## src/rtl/sprite_pixel_pipeline.sv

```systemverilog
// ----------------------------------------------------------------------------
// sprite_pixel_pipeline
//
// Purpose:
//   Turns the raster position coming from the line counters into sprite-ROM
//   addresses and registered RGB444 pixels for the VGA DAC, and moves the
//   sprite by at most one step per frame from the latched controller state.
//   The sprite position only changes during vertical blanking, so a visible
//   frame is always drawn with a single, stable position.
//
// Ports:
//   clock_i        pixel clock (25 MHz)
//   reset_ni       synchronous, active-low reset
//   h_count_i      horizontal pixel count, 0..799
//   v_count_i      vertical line count, 0..524
//   buttons_i      {up, down, left, right}, active-high, latched controller
//   rom_addr_o     sprite ROM address, registered
//   rom_data_i     RGB444 from the synchronous ROM, valid 1 clock after addr
//   rgb_o          pixel colour, registered
//   pixel_valid_o  display enable, aligned with rgb_o
//   sprite_x_o     sprite left column
//   sprite_y_o     sprite top line
//
// Pipeline timing (edge N samples the raster position):
//   N   : h/v captured
//   N+1 : rom_addr, hit, vis registered
//   N+2 : ROM presents rom_data; hit/vis delayed one more stage
//   N+3 : rgb and pixel_valid registered
// ----------------------------------------------------------------------------
module sprite_pixel_pipeline #(
    parameter int          H_VISIBLE   = 640,
    parameter int          V_VISIBLE   = 480,
    parameter int          SPRITE_W    = 32,     // must be a power of 2
    parameter int          SPRITE_H    = 32,
    parameter int          STEP        = 2,
    parameter logic [11:0] BG_COLOR    = 12'h000,
    parameter logic [11:0] TRANSPARENT = 12'hF0F,
    localparam int         ADDR_W      = $clog2(SPRITE_W * SPRITE_H)
) (
    input  logic              clock_i,
    input  logic              reset_ni,
    input  logic [9:0]        h_count_i,
    input  logic [9:0]        v_count_i,
    input  logic [3:0]        buttons_i,
    output logic [ADDR_W-1:0] rom_addr_o,
    input  logic [11:0]       rom_data_i,
    output logic [11:0]       rgb_o,
    output logic              pixel_valid_o,
    output logic [9:0]        sprite_x_o,
    output logic [9:0]        sprite_y_o
);

    // ------------------------------------------------------------------------
    // Constants
    // ------------------------------------------------------------------------
    localparam logic [9:0] X_MAX   = 10'(H_VISIBLE - SPRITE_W);
    localparam logic [9:0] Y_MAX   = 10'(V_VISIBLE - SPRITE_H);
    localparam logic [9:0] X_INIT  = 10'((H_VISIBLE - SPRITE_W) / 2);
    localparam logic [9:0] Y_INIT  = 10'((V_VISIBLE - SPRITE_H) / 2);
    localparam int         X_SHIFT = $clog2(SPRITE_W);

    // Button bit positions inside buttons_i.
    localparam int BTN_UP    = 3;
    localparam int BTN_DOWN  = 2;
    localparam int BTN_LEFT  = 1;
    localparam int BTN_RIGHT = 0;

    typedef enum logic [1:0] {
        ARMED = 2'd0,   // waiting for the start of vertical blanking
        MOVE  = 2'd1,   // one-clock window in which the position is updated
        DONE  = 2'd2    // moved this frame; wait for the frame to wrap
    } state_e;

    // ------------------------------------------------------------------------
    // Motion state
    // ------------------------------------------------------------------------
    state_e     state_q,    state_d;
    logic [3:0] btn_q,      btn_d;
    logic [9:0] sprite_x_q, sprite_x_d;
    logic [9:0] sprite_y_q, sprite_y_d;

    // ------------------------------------------------------------------------
    // Pixel pipeline state
    // ------------------------------------------------------------------------
    // Stage 0: captured raster position. s0_vld_q keeps the zero position
    // left behind by reset from being treated as a real visible pixel.
    logic              s0_vld_q;
    logic [9:0]        h_q;
    logic [9:0]        v_q;

    // Stage 1: address and classification.
    logic              vis_d,  hit_d;
    logic [ADDR_W-1:0] rom_addr_q, rom_addr_d;
    logic              vis1_q, hit1_q;

    // Stage 2: aligned with rom_data_i.
    logic              vis2_q, hit2_q;

    // Stage 3: output pixel.
    logic [11:0]       rgb_q,  rgb_d;
    logic              pixel_valid_q;

    // ------------------------------------------------------------------------
    // Saturating single-axis step. dec moves towards 0, inc towards max_pos;
    // both or neither leave the position unchanged.
    // ------------------------------------------------------------------------
    function automatic logic [9:0] step_axis(
        input logic [9:0] pos,
        input logic       dec,
        input logic       inc,
        input logic [9:0] max_pos
    );
        logic [10:0] up_sum;
        logic [9:0]  result;
        result = pos;
        up_sum = {1'b0, pos} + 11'(STEP);
        if (inc && !dec) begin
            result = (up_sum > {1'b0, max_pos}) ? max_pos : up_sum[9:0];
        end else if (dec && !inc) begin
            result = (pos < 10'(STEP)) ? 10'd0 : pos - 10'(STEP);
        end
        return result;
    endfunction

    // ------------------------------------------------------------------------
    // Motion FSM: next state and position
    // ------------------------------------------------------------------------
    // NOTE: every signal driven here gets a default first, so no path through
    // the case statement can leave it unassigned and infer a latch.
    always_comb begin
        state_d    = state_q;
        btn_d      = btn_q;
        sprite_x_d = sprite_x_q;
        sprite_y_d = sprite_y_q;

        case (state_q)
            ARMED: begin
                // First blanking line, first pixel: latch the controller here
                // so the move uses one consistent snapshot of the buttons.
                if (v_count_i == 10'(V_VISIBLE) && h_count_i == 10'd0) begin
                    state_d = MOVE;
                    btn_d   = buttons_i;
                end
            end
            MOVE: begin
                state_d    = DONE;
                sprite_x_d = step_axis(sprite_x_q, btn_q[BTN_LEFT],
                                       btn_q[BTN_RIGHT], X_MAX);
                sprite_y_d = step_axis(sprite_y_q, btn_q[BTN_UP],
                                       btn_q[BTN_DOWN], Y_MAX);
            end
            DONE: begin
                if (v_count_i == 10'd0) begin
                    state_d = ARMED;
                end
            end
            default: begin
                state_d = ARMED;
            end
        endcase
    end

    // NOTE: sequential state uses non-blocking assignments so every register
    // samples the pre-edge value of every other register, regardless of the
    // order the statements appear in.
    always_ff @(posedge clock_i) begin
        if (!reset_ni) begin
            state_q    <= ARMED;
            btn_q      <= 4'd0;
            sprite_x_q <= X_INIT;
            sprite_y_q <= Y_INIT;
        end else begin
            state_q    <= state_d;
            btn_q      <= btn_d;
            sprite_x_q <= sprite_x_d;
            sprite_y_q <= sprite_y_d;
        end
    end

    // ------------------------------------------------------------------------
    // Stage 1 combinational: visibility, sprite hit and ROM address
    // ------------------------------------------------------------------------
    logic        in_x, in_y;
    logic [9:0]  dx, dy;

    always_comb begin
        vis_d = s0_vld_q && (h_q < 10'(H_VISIBLE)) && (v_q < 10'(V_VISIBLE));

        // One extra bit so sprite_x + SPRITE_W cannot wrap near the edge.
        in_x  = ({1'b0, h_q} >= {1'b0, sprite_x_q}) &&
                ({1'b0, h_q} <  ({1'b0, sprite_x_q} + 11'(SPRITE_W)));
        in_y  = ({1'b0, v_q} >= {1'b0, sprite_y_q}) &&
                ({1'b0, v_q} <  ({1'b0, sprite_y_q} + 11'(SPRITE_H)));
        hit_d = vis_d && in_x && in_y;

        // The offsets are only meaningful under hit, where they cannot wrap.
        dx = h_q - sprite_x_q;
        dy = v_q - sprite_y_q;

        rom_addr_d = '0;
        if (hit_d) begin
            // SPRITE_W is a power of 2, so row * SPRITE_W is a shift.
            rom_addr_d = ADDR_W'((32'(dy) << X_SHIFT) + 32'(dx));
        end
    end

    // ------------------------------------------------------------------------
    // Stage 3 combinational: colour selection
    // ------------------------------------------------------------------------
    always_comb begin
        rgb_d = 12'h000;
        if (vis2_q) begin
            if (hit2_q && (rom_data_i != TRANSPARENT)) begin
                rgb_d = rom_data_i;
            end else begin
                rgb_d = BG_COLOR;
            end
        end
    end

    // ------------------------------------------------------------------------
    // Pipeline registers
    // ------------------------------------------------------------------------
    always_ff @(posedge clock_i) begin
        if (!reset_ni) begin
            s0_vld_q      <= 1'b0;
            h_q           <= 10'd0;
            v_q           <= 10'd0;
            rom_addr_q    <= '0;
            vis1_q        <= 1'b0;
            hit1_q        <= 1'b0;
            vis2_q        <= 1'b0;
            hit2_q        <= 1'b0;
            rgb_q         <= 12'h000;
            pixel_valid_q <= 1'b0;
        end else begin
            s0_vld_q      <= 1'b1;
            h_q           <= h_count_i;
            v_q           <= v_count_i;
            rom_addr_q    <= rom_addr_d;
            vis1_q        <= vis_d;
            hit1_q        <= hit_d;
            vis2_q        <= vis1_q;
            hit2_q        <= hit1_q;
            rgb_q         <= rgb_d;
            pixel_valid_q <= vis2_q;
        end
    end

    // ------------------------------------------------------------------------
    // Outputs
    // ------------------------------------------------------------------------
    assign rom_addr_o    = rom_addr_q;
    assign rgb_o         = rgb_q;
    assign pixel_valid_o = pixel_valid_q;
    assign sprite_x_o    = sprite_x_q;
    assign sprite_y_o    = sprite_y_q;

endmodule
```

## config.mk

```make
export PLATFORM = sky130hd
export DESIGN_NAME = sprite_pixel_pipeline
export DESIGN_NICKNAME = d
export VERILOG_FILES = /design/src/rtl/sprite_pixel_pipeline.sv
export SDC_FILE = /design/constraint.sdc
export NUM_CORES = 1
export LEC_CHECK = 0
export BUFFER_PORTS_ARGS = -buffer_cell sky130_fd_sc_hd__clkbuf_2
export CAP_MARGIN = 20
export CORE_AREA = 2 2 105 97
export DETAILED_ROUTE_END_ITERATION = 10
export DIE_AREA = 0 0 107 99
export PLACE_DENSITY_LB_ADDON = 0.08
export SLEW_MARGIN = 20
export SYNTH_ARGS = -nofsm -noshare
export SYNTH_HDL_FRONTEND = slang
export SYNTH_SLANG_ARGS = --single-unit
```

## constraint.sdc

```tcl
create_clock -name clock_i -period 3 [get_ports clock_i]
set_input_delay 0.3 -clock clock_i [delete_from_list [all_inputs] [get_ports clock_i]]
set_output_delay 0.3 -clock clock_i [all_outputs]
set_load 0.02 [all_outputs]
```

==> results.sh <==
export IMPL_min_period_ns=2.90
export IMPL_combPwrFrac=0.131
export IMPL_ys_top_cells_by_count="dfxtp_1, ha_1, inv_1, and2_1, nor3_1"
export IMPL_via_per_inst=5.51
export IMPL_hold_depth=2
export IMPL_gp_congestion=0.912
export IMPL_area_growth_pct=16.1
export IMPL_arrival_ns=3.19
export IMPL_drtAntennaViolNets=0
export IMPL_finalWirelength_mm=12.0
export IMPL_synth_area_leaders="dfxtp_1, ha_1, and2_1"
export IMPL_post_route_util=0.578
export IMPL_dieArea_um2=10600
export IMPL_clk_pin_slew_worst_paths_ns=0.09
export IMPL_synth_compound_area_share=0.182
export IMPL_synthXorXnorAreaFrac=0.0538
export IMPL_critical_path_peak_fanout=4
export IMPL_cp_start_kind="flop"
export IMPL_async_flop_share=0
export IMPL_ys_types=72
export IMPL_status="completed"
export IMPL_finalSetupViolCount=0
export IMPL_cts_buffers=9
export IMPL_drt_iter0_drc=186
export IMPL_ir_drop_mv=0.322
export IMPL_synth_most_common_cell="dfxtp_1"
export IMPL_drv_cap=0
export IMPL_cts_tree="done"
export IMPL_syn_instance_count=538
export IMPL_antenna_found_initial=0
export IMPL_post_route_cell_area_um2=5480
export IMPL_io_buffers=78
export IMPL_synth_top_family_by_area="simple AND/OR/NAND/NOR gates"
export IMPL_hpwl_mm=9.33
export IMPL_nFillCells=882
export IMPL_drive_gt1_frac=0.217
export IMPL_clk_latency_ns=0.37
export IMPL_yosys_most_used_dff="dfxtp_1"
export IMPL_fin_crit_sh=0.968
export IMPL_wl_per_cell_um=15.9
export IMPL_yosysTopAreaCellShare=0.305
export IMPL_worst_pin_slew_ns=0.688
export IMPL_cts_sinks=72
export IMPL_rsz0062_at_grt="no"
export IMPL_clock_power_share=0.375
export IMPL_grt_overflow_total=0
export IMPL_grt_pass1_vias=3936
export IMPL_intPower_mw=1.41
export IMPL_crit_required_ns=3.29
export IMPL_leakage_nw=2.37
export IMPL_synth_mux_area_frac=0.0109
export IMPL_synth_avg_cell_area_um2=8.78
export IMPL_die_h_um=99
export IMPL_diodes=0
export IMPL_synth_top_area_cell="dfxtp_1"
export IMPL_hold_slack_ns=0.137
export IMPL_powerDensity_nw_per_um2=363
export IMPL_grt_pass1_wl_mm=19.5
export IMPL_tns_ns=0
export IMPL_grt_max_degree=36
export IMPL_cp_end_kind="flop"
export IMPL_yosys_area_share_adder=0.164
export IMPL_p_switching_uw=584
export IMPL_p_seq_frac=0.494
export IMPL_grtUsageTotal=0.236
export IMPL_p_sw_frac=0.293
export IMPL_finalMaxSlewViolations=0
export IMPL_ys_warn_count=0
export IMPL_cts_buffer_depth=2
export IMPL_synth_simple_area_share=0.217
export IMPL_htree_levels=3
export IMPL_die_w_um=107
export IMPL_pre_cts_ws_ns=0.0764
export IMPL_ys_ff_latch=72
export IMPL_dr_total_vias=4148
export IMPL_synth_edf_count=0
export IMPL_ys_seq_area_frac=0.305
export IMPL_final_cells=753
export IMPL_dp_cells=736
export IMPL_drc=0
export IMPL_cts_root_buffer="clkbuf_8"
export IMPL_fmax_ghz=0.344
export IMPL_io_pins=81
export IMPL_rows=34
export IMPL_worstSetupPathType="flop to flop"
export IMPL_p_total_mw=1.99
export IMPL_dpl_cell_area_um2=5280
export IMPL_hold_class="input pin to flop"
export IMPL_syn_area_um2=4720
export IMPL_fin_nets=716
export IMPL_worst_slack_ns=0.0956
export IMPL_slew_headroom=0.537
export IMPL_core_um2=9490
export IMPL_initial_utilization=0.498
export IMPL_hold_violations=0
export IMPL_firstDrtPassIters=6
export IMPL_r2r_worst_path_cells=13
export IMPL_finalClockSkew_ns=0.0103
export IMPL_cts_hold_buf=0
power by group through the flow:
| stage | Combinational [mW] | Sequential, mW | Clock [mW] |
|---|---|---|---|
| 4_1_cts | 0.257 | 0.985 | 0.769 |
| 5_1_grt | 0.292 | 0.988 | 0.803 |
| 2_1_floorplan | 0.179 | 1.00 | 0 |
| 6_report | 0.261 | 0.985 | 0.747 |
| 3_5_place_dp | 0.255 | 1.01 | 0 |
| 3_3_place_gp | 0.246 | 1.01 | 0 |
registers in the layout (all words and copies together) (netlist names), 2 cells and up:
register and flops:
rgb_o 12, rom_addr_o 10, h_q 10, sprite_y_o 9
sprite_x_o 9, state_q 2, v_q 10, btn_q 4
layer usage:
layer  share of wire  vias to the layer above  track usage
met2            0.44                      156        0.368
li1                -                     2096            -
met1            0.48                     1879        0.326
met3           0.065                       17       0.0463
met4           0.015                        0       0.0809
met5               0                        -            0
what timing repair did:
action | CTS | global route
hold endpoints to repair | 0 | 0
setup endpoints to repair | 0 | 11
resized for setup | 0 | 2
buffers inserted | 0 | 1
worst max-delay path: stages (launching register included):
cell and delay, ns:
dfxtp_2 0.34, inv_1 0.07, ha_1 0.36, o21a_1 0.15, o21a_1 0.19, or2_2 0.31, fa_1 0.48, inv_1 0.05
ha_1 0.31, nor2_1 0.05, nor2_1 0.13, o41ai_2 0.10, xnor2_1 0.14, nor3_1 0.16
cells by family after synthesis:
group           count (synthesis)
compound gates                123
xor+xnor                       29
fa+ha+maj                      56
buf+inv                        71
flops                          72
mux                             5
other cells                     2
simple gates                  180
area by class of cell:
type                       count  area, µm²  area share
timing repair buffer          98        541      0.0986
clock inverter                 7       61.3      0.0112
inverter                      43        161      0.0294
multi-input combinational    398       2990       0.546
sequential                    72       1450       0.264
clock buffer                   9        124      0.0226
tap                          126        158      0.0287
cell usage in the layout (no fill, tap or decap), drive strengths merged, types with 4 or more instances in the layout:
master,n
buf,20
a211oi,5
nand2,23
or2,5
a31oi,7
nand4b,4
and2,37
nor3,32
o211ai,6
a21o,9
nand4,9
a21oi,29
or4,8
inv,46
dfxtp,72
and3,4
xnor2,25
nor2,20
nor4,9
nand3,16
mux2i,4
o311a,4
fa,10
o21a,9
xor2,4
nand2b,6
clkbuf,87
o21ai,24
ha,46
conb,5
o32ai,4
worst paths after layout:
kind | slack, ns | end | startpoint
max | 0.1 | rom_addr_o[9] | sprite_y_o[2]
min reg2reg | 0.44 | vis2_q | vis1_q
min | 0.14 | rgb_o[5] | rom_data_i[5]
max reg2reg | 0.1 | rom_addr_o[9] | sprite_y_o[2]
Power figures use the tool's default switching activity.
